[config.mk]
export PLATFORM = sky130hd
export DESIGN_NAME = mips32_program_loader
export DESIGN_NICKNAME = d
export VERILOG_FILES = /design/src/rtl/mips32_program_loader.sv
export SDC_FILE = /design/constraint.sdc
export NUM_CORES = 1
export LEC_CHECK = 0
export ABC_CLOCK_PERIOD_IN_PS = 3800
export CAP_MARGIN = 15
export CORE_MARGIN = 2
export CORE_UTILIZATION = 50
export CTS_BUF_LIST = sky130_fd_sc_hd__clkbuf_4
export CTS_CLUSTER_SIZE = 25
export DETAILED_ROUTE_END_ITERATION = 12
export GPL_TIMING_DRIVEN = 0
export PLACE_DENSITY = 0.95
export SETUP_SLACK_MARGIN = 0.05
export SLEW_MARGIN = 30
export SYNTH_ARGS = -nofsm -noshare
export SYNTH_HDL_FRONTEND = slang
export SYNTH_SLANG_ARGS = --single-unit
[constraint.sdc]
create_clock -name clk1 -period 3.8 [get_ports clk1]
set_clock_uncertainty 0.05 [all_clocks]
set_input_delay 0.95 -clock clk1 [delete_from_list [all_inputs] [get_ports clk1]]
set_output_delay 0.95 -clock clk1 [all_outputs]
set_load 0.1 [all_outputs]
[src/rtl/mips32_program_loader.sv]
// mips32_program_loader: streams instruction words into imem, then runs the core for a set cycle budget.
module mips32_program_loader #(
  parameter int ADDR_W = 8,
  parameter int CNT_W  = 8
) (
  input  logic              clk1,
  input  logic              rst,
  input  logic              in_valid,
  input  logic [31:0]       in_data,
  input  logic              in_last,
  output logic              in_ready,
  output logic              imem_we,
  output logic [ADDR_W-1:0] imem_addr,
  output logic [31:0]       imem_wdata,
  input  logic              start,
  input  logic [CNT_W-1:0]  run_cycles,
  output logic              cpu_run,
  output logic [CNT_W-1:0]  cycle_count,
  output logic              done,
  output logic              overflow
);
  typedef enum logic [1:0] {LOAD, ARMED, RUN, DONE} state_t;
  state_t            r_state;
  logic [ADDR_W-1:0] r_ptr;
  logic [CNT_W-1:0]  r_budget;
  logic              w_ptr_max;
  assign in_ready  = r_state == LOAD;
  assign w_ptr_max = &r_ptr;
  always_ff @(posedge clk1) begin
    if (rst) begin
      r_state     <= LOAD;
      r_ptr       <= '0;
      r_budget    <= '0;
      imem_we     <= 1'b0;
      imem_addr   <= '0;
      imem_wdata  <= '0;
      cpu_run     <= 1'b0;
      cycle_count <= '0;
      done        <= 1'b0;
      overflow    <= 1'b0;
    end else begin
      imem_we <= 1'b0;
      case (r_state)
        LOAD: if (in_valid) begin
          imem_we    <= 1'b1;
          imem_addr  <= r_ptr;
          imem_wdata <= in_data;
          r_ptr      <= r_ptr + 1'b1;
          if (in_last || w_ptr_max) r_state <= ARMED;
          if (!in_last && w_ptr_max) overflow <= 1'b1;
        end
        ARMED, DONE: if (start) begin
          r_budget    <= run_cycles;
          cycle_count <= '0;
          done        <= run_cycles == '0;
          cpu_run     <= run_cycles != '0;
          r_state     <= run_cycles == '0 ? DONE : RUN;
        end
        RUN: begin
          cycle_count <= cycle_count + 1'b1;
          if (cycle_count == r_budget - 1'b1) begin
            cpu_run <= 1'b0;
            done    <= 1'b1;
            r_state <= DONE;
          end
        end
        default: r_state <= LOAD;
      endcase
    end
  end
endmodule

==> run_summary.xml <==
<?xml version="1.0" encoding="UTF-8"?>
<metrics>
  <group name="synthesis">
    <metric name="distinct_cell_type_count_of_the_synthesized_netlist" unit="">34</metric>
    <metric name="flip_flop_and_latch_count_after_synthesis" unit="">70</metric>
    <metric name="asr_flop_ratio_synth" unit="%">0</metric>
    <metric name="synth.yosys.seq_area_share" unit="%">49.1</metric>
    <metric name="synth_cells" unit="">366</metric>
    <metric name="synth_fp_nets" unit="">414</metric>
    <metric name="ys_dominant_reg_cell" unit="">sky130_fd_sc_hd__dfxtp_1</metric>
    <metric name="yosys_warnings" unit="">0</metric>
    <metric name="post_synth_instance_area" unit="sq um">2850</metric>
    <metric name="synth_top_cells_by_count" unit="">sky130_fd_sc_hd__nand2_1, sky130_fd_sc_hd__dfxtp_1, sky130_fd_sc_hd__a21oi_1, sky130_fd_sc_hd__nor2_1, sky130_fd_sc_hd__clkbuf_1</metric>
    <metric name="postSynthAreaPerCell" unit="sq um">7.79</metric>
    <metric name="synth.area.top_cells" unit="">sky130_fd_sc_hd__dfxtp_1, sky130_fd_sc_hd__nand2_1, sky130_fd_sc_hd__a21oi_1</metric>
    <metric name="synth_top_cell_by_area" unit="">sky130_fd_sc_hd__dfxtp_1</metric>
    <metric name="number_of_enable_flip_flop_cells_after_synthesis" unit="">0</metric>
    <metric name="synth_top_cell_area_share" unit="%">49.1</metric>
    <metric name="post-synth-top-count-cell" unit="">sky130_fd_sc_hd__nand2_1</metric>
  </group>
  <group name="sta">
    <metric name="grt_setup_unrepaired" unit="">false</metric>
    <metric name="timing_hold_violations_final" unit="">0</metric>
    <metric name="min_period" unit="ns">3.32</metric>
    <metric name="fmax" unit="MHz">301</metric>
    <metric name="report.final.slew_viol_count" unit="">0</metric>
    <metric name="post-route-period-util" unit="%">87.4</metric>
    <metric name="slew-limit-headroom" unit="%">33.1</metric>
    <metric name="final-setup-viol-count" unit="">0</metric>
    <metric name="tns" unit="ns">0</metric>
    <metric name="worstMarginPinSlew" unit="ns">1.00</metric>
  </group>
  <group name="global_routing">
    <metric name="grt-ovfl-total" unit="">0</metric>
    <metric name="grt_pass1_vias" unit="">2887</metric>
    <metric name="pin_count_of_the_biggest_net_entering_global_routing" unit="">12</metric>
    <metric name="antenna_found_initial" unit="">0</metric>
    <metric name="grt_first_pass_wirelength" unit="mm">12.6</metric>
    <metric name="grt_use_total" unit="%">25.6</metric>
  </group>
  <group name="min_path">
    <metric name="worstHoldEndpoint" unit="">imem_wdata[6]$_SDFFE_PP0P_</metric>
    <metric name="timing.hold.worst_path_depth" unit="">2</metric>
    <metric name="holdCritPathClass" unit="">flop to flop</metric>
    <metric name="worstHoldStart" unit="">imem_wdata[6]$_SDFFE_PP0P_</metric>
  </group>
  <group name="cts">
    <metric name="cts-root-buf" unit="">sky130_fd_sc_hd__clkbuf_4</metric>
    <metric name="tritoncts" unit="">yes</metric>
    <metric name="cts_hold_buffers" unit="">0</metric>
    <metric name="numCtsBuffers" unit="">9</metric>
    <metric name="cts.clk_slew.worst_paths" unit="ns">0.10</metric>
    <metric name="cts_max_level" unit="">3</metric>
    <metric name="worst_skew_pair.late_latency" unit="ns">0.41</metric>
    <metric name="cts_repair_resize_count" unit="">0</metric>
    <metric name="post_cts.repair.setup_buffers" unit="">0</metric>
    <metric name="cts_sinks" unit="">70</metric>
    <metric name="cts-root-to-sink-buffers" unit="">2</metric>
  </group>
  <group name="cells_and_area">
    <metric name="finish.cell_count_without_fillers" unit="">550</metric>
    <metric name="layout.cell_area.non_filler" unit="sq um">4010</metric>
    <metric name="drive_gt1_share" unit="%">4.39</metric>
    <metric name="areaGrowthSynthToFinish" unit="%">40.7</metric>
    <metric name="antenna_cells_inserted" unit="">0</metric>
    <metric name="nNetsFinal" unit="">521</metric>
  </group>
  <group name="worst_setup_path">
    <metric name="crit_slowest_cell" unit="">sky130_fd_sc_hd__clkdlybuf4s50_1</metric>
    <metric name="maximum_cell_stage_delay_along_the_critical_path" unit="ns">1.16</metric>
    <metric name="worstPathArrival" unit="ns">2.32</metric>
    <metric name="criticalPathCategory" unit="">flop to output port</metric>
    <metric name="crit_path_max_fanout" unit="">10</metric>
    <metric name="r2r_start" unit="">r_budget[0]$_SDFFE_PP0P_</metric>
    <metric name="timing.critical_path.required" unit="ns">2.80</metric>
    <metric name="timing.critical_path.from_type" unit="">flop</metric>
    <metric name="end_kind" unit="">output port</metric>
    <metric name="worstRegToRegCells" unit="">6</metric>
    <metric name="crit_chain" unit="">buf_1 &gt; nor2_1 &gt; clkdlybuf4s50_1</metric>
    <metric name="r2r_setup_slack" unit="ns">1.53</metric>
    <metric name="rr_endpoint" unit="">r_state[0]$_SDFFE_PP0P_</metric>
  </group>
  <group name="route">
    <metric name="routed_wl" unit="mm">7.59</metric>
    <metric name="drt_iter0_drc" unit="">154</metric>
    <metric name="drcViolationCount" unit="">0</metric>
    <metric name="via_count" unit="">2905</metric>
    <metric name="routed_wire_length_per_instance" unit="um">13.8</metric>
    <metric name="via_per_inst" unit="">5.28</metric>
    <metric name="drt_pass1_iterations" unit="">4</metric>
    <metric name="antenna_violating_nets_left" unit="">0</metric>
  </group>
  <group name="placed_design">
    <metric name="port_buffers" unit="">96</metric>
    <metric name="gp_congestion" unit="">0.902</metric>
    <metric name="place_inst" unit="">534</metric>
    <metric name="hpwlAfterDp" unit="mm">5.69</metric>
    <metric name="placed_cell_area" unit="sq um">3900</metric>
  </group>
  <group name="floorplanning">
    <metric name="dieWidth" unit="um">79.5</metric>
    <metric name="placeableCoreArea" unit="sq um">5510</metric>
    <metric name="floorplan.rows" unit="">27</metric>
    <metric name="ios" unit="">98</metric>
    <metric name="initial_core_util" unit="%">51.8</metric>
    <metric name="chip_height" unit="um">79.5</metric>
    <metric name="fp.dieArea" unit="sq um">6320</metric>
  </group>
  <group name="run">
    <metric name="cap_violations" unit="">0</metric>
  </group>
  <group name="power">
    <metric name="power_density" unit="nW/um^2">428</metric>
    <metric name="vdd_drop_max" unit="uV">308</metric>
    <metric name="post-layout-total-power" unit="mW">1.72</metric>
    <metric name="power.static_leakage" unit="nW">1.40</metric>
  </group>
  <group name="status">
    <metric name="run_status" unit="">finished clean</metric>
  </group>
</metrics>
==> routing by layer <==
| metal | vias to the layer above | part of all wire [%] | global-route usage (%) | wire length (um) |
|---|---|---|---|---|
| li1 | 1434 | - | - | - |
| met2 | 121 | 50 | 44.5 | 3760 |
| met4 | 0 | 1.8 | 11.0 | 135 |
| met5 | - | 0 | 0 | 0 |
| met1 | 1335 | 39 | 28.0 | 2970 |
| met3 | 15 | 9.6 | 9.05 | 726 |
==> state kept, by name, summed over array words and instances, names as in the netlist <==
name	flops
done	1
imem_addr	8
r_ptr	8
imem_we	1
r_budget	8
r_state	2
imem_wdata	32
cpu_run	1
cycle_count	8
overflow	1
==> cell families (layout without fill, tap and decap cells) <==
kind of cell / Yosys count / in the layout / synth area share, %
buffers and inverters: 26 / 138 / 3.42
AND/OR/NAND/NOR: 176 / 176 / 26.3
AO/OA/AOI/OAI: 70 / 70 / 13.2
multiplexers: 3 / 3 / 1.10
adder cells (fa/ha/maj): 3 / 3 / 1.32
flip-flops: 70 / 70 / 49.1
XOR/XNOR: 18 / 18 / 5.53
==> worst max-delay path by stage <==
stage / startpoint / endpoint / slack, ns / depth (start not counted)
detailed placement: in_valid / imem_wdata[25]$_SDFFE_PP0P_ / 0.90 / 6
global route: r_state[0]$_SDFFE_PP0P_ / in_ready / 0.41 / 3
global placement: r_state[0]$_SDFFE_PP0P_ / in_ready / 0.95 / 3
CTS: r_state[0]$_SDFFE_PP0P_ / in_ready / 0.46 / 3
finish: r_state[0]$_SDFFE_PP0P_ / in_ready / 0.48 / 3
floorplan: r_state[0]$_SDFFE_PP0P_ / in_ready / 0.99 / 2
==> critical path, delay by kind of cell, from the launching register on <==
| family | cells | cell delay [ns] |
|---|---|---|
| buffers and inverters | 2 | 1.37 |
| flip-flops | 1 | 0.34 |
| AND/OR/NAND/NOR | 1 | 0.19 |
==> per-stage QoR <==
stage / setup slack, ns / util [%] / hold WS [ns]
6_report: 0.477 / 72.8 / 0.409
2_1_floorplan: 0.989 / - / 0.399
5_1_grt: 0.408 / 72.8 / 0.438
3_5_place_dp: 0.896 / 70.9 / 0.399
4_1_cts: 0.462 / 72.8 / 0.412
3_3_place_gp: 0.948 / 70.9 / 0.391
==> layout by cell type, fill, tap and decap left out, types with 5 or more instances in the layout <==
cell | netlist | layout
sky130_fd_sc_hd__nand2_1 | 112 | 112
sky130_fd_sc_hd__xor2_1 | 8 | 8
sky130_fd_sc_hd__nor2_1 | 30 | 30
sky130_fd_sc_hd__clkbuf_1 | 22 | 22
sky130_fd_sc_hd__nand4_1 | 7 | 7
sky130_fd_sc_hd__nor3_1 | 6 | 6
sky130_fd_sc_hd__clkdlybuf4s50_1 | 0 | 96
sky130_fd_sc_hd__clkbuf_4 | 0 | 11
sky130_fd_sc_hd__nand3_1 | 5 | 5
sky130_fd_sc_hd__dfxtp_1 | 70 | 70
sky130_fd_sc_hd__a21oi_1 | 59 | 59
sky130_fd_sc_hd__xnor2_1 | 10 | 10
==> where the power goes <==
part | total, mW | internal [mW] | switching [mW] | leakage (nW)
Combinational | 0.517 | 0.147 | 0.370 | 0.761
Sequential | 0.801 | 0.774 | 0.0278 | 0.571
Clock | 0.398 | 0.144 | 0.254 | 0.0641
Total | 1.72 | 1.06 | 0.652 | 1.40
==> final cells by class <==
type                    instances  area, sq um
fillers                       403         1500
flip-flops and latches         70         1400
multi-input cells             270         1350
repair buffers                 96          961
well taps                      72         90.1
plain buffers                  23         86.3
clock buffers                  11         82.6
clock inverters                 5         26.3
inverters                       3         11.3
(Power assumes the default switching activity.)
